## src/rtl/serdes_pkg.sv

```systemverilog
// serdes_pkg: shared types and constants for the serdes transmit/receive blocks.
//   state_t      - serializer FSM states
//   tx_entry_t   - FIFO entry {last, data}
//   BYTE_W       - serial byte width
//   BIT_CNT_W    - bit index width within a byte
//   PREAMBLE_DEFAULT - default frame preamble byte
package serdes_pkg;

    localparam int BYTE_W    = 8;
    localparam int BIT_CNT_W = 3;

    localparam logic [BYTE_W-1:0] PREAMBLE_DEFAULT = 8'hD5;

    typedef enum logic [1:0] {
        IDLE = 2'd0,
        PRE  = 2'd1,
        DATA = 2'd2,
        GAP  = 2'd3
    } state_t;

    typedef struct packed {
        logic              last;
        logic [BYTE_W-1:0] data;
    } tx_entry_t;

endpackage

```

## src/rtl/serdes_sync_fifo.sv

```systemverilog
// serdes_sync_fifo: single-clock FIFO, show-ahead read (rdata is the head entry).
//   clk, rst      - clock, asynchronous active-high reset (empties the FIFO)
//   push, wdata   - write request / data; accepted when not full, or when full
//                   together with a pop (the pop frees the slot)
//   pop           - remove head entry; ignored when empty
//   rdata         - current head entry (undefined when empty)
//   full, empty   - status flags
module serdes_sync_fifo #(
    parameter int WIDTH = 8,
    parameter int DEPTH = 4
) (
    input  logic             clk,
    input  logic             rst,
    input  logic             push,
    input  logic             pop,
    input  logic [WIDTH-1:0] wdata,
    output logic [WIDTH-1:0] rdata,
    output logic             full,
    output logic             empty
);

    localparam int AW = $clog2(DEPTH);

    // Pointers carry one extra wrap bit so full and empty are distinguishable.
    logic [AW:0]      wr_ptr, rd_ptr;
    logic [WIDTH-1:0] mem [DEPTH];
    logic             wr_en, rd_en;

    assign empty = (wr_ptr == rd_ptr);
    assign full  = (wr_ptr[AW] != rd_ptr[AW]) && (wr_ptr[AW-1:0] == rd_ptr[AW-1:0]);
    assign wr_en = push && (!full || pop);
    assign rd_en = pop && !empty;
    assign rdata = mem[rd_ptr[AW-1:0]];

    always_ff @(posedge clk or posedge rst) begin
        if (rst) begin
            wr_ptr <= '0;
            rd_ptr <= '0;
        end else begin
            if (wr_en) wr_ptr <= wr_ptr + 1'b1;
            if (rd_en) rd_ptr <= rd_ptr + 1'b1;
        end
    end

    // Storage needs no reset: entries are only read after being written.
    always_ff @(posedge clk) begin
        if (wr_en) mem[wr_ptr[AW-1:0]] <= wdata;
    end

endmodule

```

## src/rtl/serdes_tx_serializer.sv

```systemverilog
// serdes_tx_serializer: byte-to-serial transmitter with input FIFO and preamble.
//   clk, rst          - clock, asynchronous active-high reset
//   en                - transmit enable; low freezes shifter/state, drops ser_valid
//   s_data/s_last/s_valid/s_ready - byte input handshake (s_last ends a frame)
//   ser_out           - registered serial bit, LSB first, 8 clocks per byte
//   ser_valid         - ser_out carries a real bit this cycle
//   busy              - FSM active or FIFO holds data
//   underrun          - one-cycle pulse when the FIFO runs dry inside a frame
//   frame_cnt         - completed frames, wrapping
module serdes_tx_serializer
    import serdes_pkg::*;
#(
    parameter int                DATA_W      = 8,
    parameter int                FIFO_DEPTH  = 4,
    parameter logic [BYTE_W-1:0] PREAMBLE    = PREAMBLE_DEFAULT,
    parameter bit                PREAMBLE_EN = 1'b1,
    parameter logic              IDLE_LEVEL  = 1'b0
) (
    input  logic              clk,
    input  logic              rst,
    input  logic              en,
    input  logic [DATA_W-1:0] s_data,
    input  logic              s_valid,
    input  logic              s_last,
    output logic              s_ready,
    output logic              ser_out,
    output logic              ser_valid,
    output logic              busy,
    output logic              underrun,
    output logic [7:0]        frame_cnt
);

    tx_entry_t             wr_entry, head;
    logic                  fifo_full, fifo_empty;
    logic                  push, pop;
    state_t                state;
    logic [BYTE_W-1:0]     shreg;
    logic [BIT_CNT_W-1:0]  bit_cnt;
    logic                  cur_last;   // byte in shreg closes the frame
    logic                  starved;    // in DATA, waiting for a byte after underrun
    logic                  last_bit;

    assign s_ready  = !fifo_full && !rst;
    assign push     = s_valid && s_ready;
    assign wr_entry = {s_last, s_data};
    assign busy     = (state != IDLE) || !fifo_empty;
    assign last_bit = (bit_cnt == '1);

    serdes_sync_fifo #(
        .WIDTH ($bits(tx_entry_t)),
        .DEPTH (FIFO_DEPTH)
    ) u_fifo (
        .clk   (clk),
        .rst   (rst),
        .push  (push),
        .pop   (pop),
        .wdata (wr_entry),
        .rdata (head),
        .full  (fifo_full),
        .empty (fifo_empty)
    );

    // Pop exactly when the FSM below loads head into the shifter.
    always_comb begin
        pop = 1'b0;
        if (en && !fifo_empty) begin
            case (state)
                IDLE:    pop = !PREAMBLE_EN;
                PRE:     pop = last_bit;
                DATA:    pop = starved || (last_bit && !cur_last);
                default: pop = 1'b0;
            endcase
        end
    end

    // shreg holds the byte being sent; ser_out registers shreg[0] so a byte
    // loaded at one edge shows bit 0 after the next edge. Loading the next
    // byte on the bit-7 edge keeps consecutive bytes back-to-back.
    always_ff @(posedge clk or posedge rst) begin
        if (rst) begin
            state     <= IDLE;
            shreg     <= '0;
            bit_cnt   <= '0;
            cur_last  <= 1'b0;
            starved   <= 1'b0;
            ser_out   <= IDLE_LEVEL;
            ser_valid <= 1'b0;
            underrun  <= 1'b0;
            frame_cnt <= '0;
        end else begin
            underrun <= 1'b0;
            if (!en) begin
                ser_valid <= 1'b0;   // ser_out holds its last value
            end else begin
                case (state)
                    IDLE: begin
                        ser_valid <= 1'b0;
                        ser_out   <= IDLE_LEVEL;
                        if (!fifo_empty) begin
                            bit_cnt <= '0;
                            if (PREAMBLE_EN) begin
                                shreg    <= PREAMBLE;
                                cur_last <= 1'b0;
                                state    <= PRE;
                            end else begin
                                shreg    <= head.data;
                                cur_last <= head.last;
                                state    <= DATA;
                            end
                        end
                    end
                    PRE, DATA: begin
                        if (starved) begin
                            ser_valid <= 1'b0;
                            ser_out   <= IDLE_LEVEL;
                            if (!fifo_empty) begin
                                shreg    <= head.data;
                                cur_last <= head.last;
                                bit_cnt  <= '0;
                                starved  <= 1'b0;
                            end
                        end else begin
                            ser_valid <= 1'b1;
                            ser_out   <= shreg[0];
                            if (!last_bit) begin
                                shreg   <= shreg >> 1;
                                bit_cnt <= bit_cnt + 1'b1;
                            end else if (state == DATA && cur_last) begin
                                frame_cnt <= frame_cnt + 8'd1;
                                state     <= GAP;
                            end else begin
                                // Byte boundary inside a frame: next byte or starve.
                                state   <= DATA;
                                bit_cnt <= '0;
                                if (!fifo_empty) begin
                                    shreg    <= head.data;
                                    cur_last <= head.last;
                                end else begin
                                    starved  <= 1'b1;
                                    underrun <= 1'b1;
                                end
                            end
                        end
                    end
                    GAP: begin
                        ser_valid <= 1'b0;
                        ser_out   <= IDLE_LEVEL;
                        state     <= IDLE;
                    end
                    default: state <= IDLE;
                endcase
            end
        end
    end

endmodule

```

## config.mk

```make
export PLATFORM = sky130hd
export DESIGN_NAME = serdes_tx_serializer
export DESIGN_NICKNAME = d
export VERILOG_FILES = /design/src/rtl/serdes_pkg.sv /design/src/rtl/serdes_sync_fifo.sv /design/src/rtl/serdes_tx_serializer.sv
export SDC_FILE = /design/constraint.sdc
export NUM_CORES = 1
export LEC_CHECK = 0
export BUFFER_PORTS_ARGS = -buffer_cell sky130_fd_sc_hd__buf_2
export CORE_UTILIZATION = 35
export DETAILED_ROUTE_END_ITERATION = 6
export GPL_TIMING_DRIVEN = 0
export PLACE_DENSITY = 0.55
export SYNTH_ARGS = -nofsm -noshare
export SYNTH_HDL_FRONTEND = slang
export SYNTH_SLANG_ARGS = --single-unit
```

## constraint.sdc

```tcl
create_clock -name clk -period 2.2 [get_ports clk]
set_input_delay 0.44 -clock clk [delete_from_list [all_inputs] [get_ports clk]]
set_output_delay 0.44 -clock clk [all_outputs]
set_load 0.02 [all_outputs]
```

==> flow_summary.yaml, run 1 <==
cells_and_area:
  fin_nets: 289
  fin_area_um2: 3760
  diodes: 0
  syn2layout_area_growth_pct: 17.4
  drive_gt1_frac: 0.306
  num-fill-cells: 833
  seq_area_um2: 1880
  utilization: 0.427
  multi_input_area_um2: 1280
  finalNonFillerCells: 376
floorplanning:
  fp.dieW_um: 97.7
  ios: 26
  num_rows: 34
  die_h_um: 97.7
  start_util: 0.364
  fp.coreArea_um2: 8810
  dieArea_um2: 9540
place:
  gp_congestion: 0.749
  dpl-instance-area_um2: 3460
  dp_cells: 354
  port_buffers: 24
  detailed_place_hpwl_um: 4060
  place_ws_ps: -702
sta:
  fmax_mhz: 482
  fin_skew_ps: 8.69
  final-hold-violation-count: 0
  holdWs_ps: 216
  rsz0062_at_grt: "false"
  period_minus_slack_ps: 2070
  fin_setup_tns_ps: 0
  max-slew-margin-rel: 0.522
  fin_ws_ps: 126
  post-route-period-util: 0.943
  worst_pin_slew_ps: 715
  final_max_slew_viol_count: 0
  setup_viol: 0
power_and_ir_drop:
  vdd_drop_max_uv: 407
  p_leak_nw: 1.48
  finalPower_mw: 4.07
  power_density_nw_per_um2: 1080
run_status:
  violations: "design-rule violations"
  status: "complete, but fails checks"
global_route:
  grt_pass1_vias: 1943
  grt_max_degree: 34
  grt-ovfl-total: 0
  grt_pass1_wl_um: 9860
  antenna_found_initial: 0
  grt.total_usage: 0.137
clock_network:
  cts-root-buf: "clkbuf_8"
  worstSkewPairLatency_ps: 350
  postCtsHoldBufs: 0
  htree_levels: 3
  cts_buffers: 9
  cts_tree: "yes"
  cts.sinks: 68
  clk_path_buf_depth: 2
  path_clk_slew_ps: 80
synthesis:
  netlist_instances: 222
  synth_nets: 248
  async_reset_ff_frac: 0.471
  synth_largest_area_cell: "edfxtp_1"
  syn-cell-area_um2: 3200
  ys_ff_latch: 68
  synth.avg_cell_area_um2: 14.4
  ys_seq_area_frac: 0.587
  synth-warning-count: 0
  synthFlopType: "edfxtp_1"
  synth.distinct_cells: 53
  ys_top_cells_by_area: "edfxtp_1 (34%), dfrtp_1 (25%), mux4_2 (6.3%)"
  synth.top_cell.area_share: 0.338
  synth_edf_count: 36
route:
  antenna_left: 0
  drt-wirelength-per-cell_um: 15.8
  via_per_inst: 5.14
  vias: 1931
  drt_iter0_drc: 78
  drc_errors: 5
  dr.pass1.iters: 6
  drt_wl_total_um: 5950
worst_setup_path:
  cp.required_ps: 1760
  critical_path_arrival_ps: 1630
  start_kind: "flip-flop"
  critPathKind: "flip-flop to primary output"
  cp_max_fo: 10
  cp-end-kind: "primary output"
flow_run:
  max_cap_violations: 0
min_path:
  worstHoldPathType: "input pin to async pin"
[worst max-delay path, stage by stage (launching register included)]
cell	delay, ps
dfrtp_2	470
xnor2_4	300
nand4_1	140
buf_2	210
buf_2	180
[path summary, 6_finish.rpt]
path                                   from               end  slack (ps)  cells past startpoint
setup / recovery           u_fifo.wr_ptr[2]              busy         130                      4
hold / removal                          rst      frame_cnt[0]         220                      2
setup reg to reg           u_fifo.wr_ptr[0]  u_fifo.mem[1][0]         130                      3
hold reg to reg                frame_cnt[7]      frame_cnt[7]         470                      1
max in group asynchronous               rst  u_fifo.wr_ptr[2]        1560                      2
min in group clk                  s_data[5]  u_fifo.mem[3][5]         310                      1
[Yosys cell counts, types with 4 or more instances]
cell type	n
a31oi_1	5
and2_1	5
buf_2	4
dfrtp_1	32
edfxtp_1	36
ha_1	13
inv_1	14
mux4_2	9
nand2_1	7
nand4_1	6
nor2_1	4
o21ai_0	4
xnor2_1	10
xor2_1	4
[state kept, by name (all words and copies together), names as in the netlist]
| signal | cells |
|---|---|
| u_fifo.mem | 36 |
| frame_cnt | 8 |
| shreg | 8 |
| bit_cnt | 3 |
| u_fifo.rd_ptr | 3 |
| u_fifo.wr_ptr | 3 |
| state | 2 |
| cur_last | 1 |
| ser_out | 1 |
| ser_valid | 1 |
| starved | 1 |
| underrun | 1 |
[where the power goes]
group / leakage, nW / total, mW / switching, mW / internal, mW
sequential: 0.736 / 1.76 / 0.183 / 1.58
combinational: 0.654 / 1.32 / 0.746 / 0.574
clock: 0.0943 / 0.994 / 0.477 / 0.517
[final cells by class]
cell class              count  share of cell area
plain buffers               9              0.0133
clock buffers               9              0.0329
clock inverters             7              0.0180
inverters                  14              0.0150
multi-input cells         131               0.340
flip-flops and latches     68               0.501
well taps                 108              0.0359
repair buffers             30              0.0439
[cell usage in the layout (no fill, tap or decap), types with 3 or more instances in the layout]
cell       count
nor2_1         4
a41oi_1        3
dfrtp_1       30
o22a_1         3
ha_1          13
o21ai_0        4
clkbuf_8       9
o2111ai_1      3
xor2_2         3
a211oi_1       3
xor2_1         4
nand4_1        6
inv_1         13
nor4_1         3
mux4_2         9
o31ai_1        3
o22ai_1        3
buf_4          7
edfxtp_1      36
clkbuf_1       3
xnor2_1        7
nand2_1        7
and2_1         5
a31oi_1        5
a21oi_1        3
buf_2         28
xnor2_4        3
[timing repair]
action | CTS | global route
setup buffers | 2 | 4
endpoints found under the setup margin | 40 | 18
hold endpoints to repair | 0 | 0
pin swaps | 1 | 3
resized for setup | 7 | 3
[cell families (layout without fill, tap and decap cells)]
group,Yosys count,count (layout),share of synthesized area
simple gates,41,41,0.0781
buf+inv,23,69,0.0320
fa+ha+maj,13,13,0.0508
compound gates,46,46,0.118
flops,68,68,0.588
xor+xnor,17,17,0.0535
mux,14,14,0.0801
[per-layer routing]
metal	wire length, um	global-route usage	part of all wire	up-vias
met3	212	0.0453	0.036	11
li1	-	-	-	936
met5	0	0	0	-
met1	2810	0.180	0.47	947
met2	2850	0.209	0.48	37
met4	87	0.0524	0.015	0
(Power assumes the default switching activity.)
==> inputs of run 2 (changes only) <==
==> constraint.sdc (replaced) <==
create_clock -name clk -period 2.2 [get_ports clk]
set_input_delay 0.22 -clock clk [delete_from_list [all_inputs] [get_ports clk]]
set_output_delay 0.22 -clock clk [all_outputs]
set_load 0.02 [all_outputs]
==> flow_summary.yaml, run 2 (synthesis gave the netlist of run 1 again) <==
floorplanning:
  ios: 26
  num_rows: 34
  fp.coreArea_um2: 8810
  die_h_um: 97.7
  start_util: 0.364
  dieArea_um2: 9540
  fp.dieW_um: 97.7
global_route:
  grt_pass1_wl_um: 9870
  grt_max_degree: 34
  grt-ovfl-total: 0
  grt.total_usage: 0.137
  grt_pass1_vias: 1938
  antenna_found_initial: 0
power_and_ir_drop:
  vdd_drop_max_uv: 405
  power_density_nw_per_um2: 1070
  p_leak_nw: 1.46
cells_and_area:
  diodes: 0
  utilization: 0.419
  finalNonFillerCells: 372
  syn2layout_area_growth_pct: 15.3
  layout_common_cells: "edfxtp_1 (36), dfrtp_1 (32), buf_2 (28)"
  fin_area_um2: 3690
  fin_nets: 285
  final_common_cell: "edfxtp_1"
  num-fill-cells: 837
  drive_gt1_frac: 0.288
  largest_reg_flops: 36
route:
  drt-wirelength-per-cell_um: 15.9
  drt_iter0_drc: 91
  via_per_inst: 5.14
  antenna_left: 0
  dr.pass1.iters: 6
  drt_wl_total_um: 5920
  vias: 1911
  drc_errors: 5
worst_setup_path:
  crit_path_start: "state[0]"
  regToRegSetupSlack_ps: 180
  regToRegEndpoint: "frame_cnt[1]"
  cp.required_ps: 2430
  cp-end-kind: "flip-flop"
  critPathKind: "flip-flop to flip-flop"
  start_kind: "flip-flop"
  cp_max_fo: 8
  worstReg2RegStart: "state[0]"
  r2r_cells: 5
  critical_path_arrival_ps: 2250
sta:
  final_max_slew_viol_count: 0
  post-route-period-util: 0.920
  final-hold-violation-count: 10
  max-slew-margin-rel: 0.524
  setup_viol: 0
  period_minus_slack_ps: 2020
  fin_skew_ps: 8.48
  holdWs_ps: -4.71
  fmax_mhz: 494
  worst_pin_slew_ps: 712
  rsz0062_at_grt: "false"
place:
  dpl-instance-area_um2: 3460
  gp_congestion: 0.749
  dp_cells: 354
  port_buffers: 24
  detailed_place_hpwl_um: 4060
clock_network:
  htree_levels: 3
  path_clk_slew_ps: 80
  worstSkewPairLatency_ps: 350
  cts.sinks: 68
  cts-root-buf: "clkbuf_8"
  postCtsHoldBufs: 0
  cts_buffers: 9
  clk_path_buf_depth: 2
  cts_tree: "yes"
min_path:
  worstHoldPathType: "input pin to async pin"
run_status:
  status: "complete, but fails checks"
  violations: "design-rule violations, negative hold slack"
flow_run:
  max_cap_violations: 0
[run 2: cell types whose count changed in the layout (fill, tap and decap cells not counted)]
cell     delta
dfrtp_2     -2
xnor2_4     -3
buf_4       -4
xnor2_2     +3
dfrtp_1     +2
[run 2: timing repair]
item                       in CTS  in global routing
buffers inserted                2                  0
setup endpoints to repair      30                  4
pin swaps                       1                  0
resized for setup               4                  1
[run 2: per-layer routing]
| metal | vias to the layer above | GRT usage | wire, um |
|---|---|---|---|
| met1 | 941 | 0.180 | 2830 |
| met4 | 0 | 0.0524 | 82 |
| li1 | 931 | - | - |
| met5 | - | 0 | 0 |
| met2 | 30 | 0.209 | 2820 |
| met3 | 9 | 0.0453 | 189 |
[run 2: worst max-delay path by stage]
stage          depth (start not counted)  slack (ps)          endpoint
2_1_floorplan                          6         230        bit_cnt[0]
6_report                               5         180      frame_cnt[1]
3_5_place_dp                           4        -480  u_fifo.mem[0][5]
3_3_place_gp                           4        -470  u_fifo.mem[2][5]
4_1_cts                                8         110          shreg[6]
5_1_grt                                8          20          shreg[7]
[run 2: where the power goes]
part,internal (mW),switching (mW)
Combinational,0.487,0.735
Clock,0.517,0.477
Sequential,1.58,0.161
[run 2: area by class of cell]
class                           count  area [um2]  share of cell area
Timing Repair Buffer               26         135              0.0366
Sequential cell                    68        1880               0.509
Clock buffer                        9         124              0.0335
Multi-Input combinational cell    131        1240               0.337
Tap cell                          108         135              0.0366
Inverter                           14        56.3              0.0152
Clock inverter                      7        67.6              0.0183
Buffer                              9        50.0              0.0136
[run 2: through the flow]
step	total power [mW]	setup TNS, ps	setup slack, ps	hold WS [ps]
floorplan	2.65	0	230	319
global placement	2.94	-15030	-474	433
CTS	4.01	0	115	17.9
detailed placement	2.97	-15290	-482	442
finish	3.95	0	176	-4.71
global route	4.22	0	23.3	44.9
[run 2: worst max-delay path, cell delays in order, from the launching register on]
cell	delay [ps]
dfrtp_1	410
inv_1	130
ha_1	300
nand2_1	160
nor3_2	510
mux2_2	390
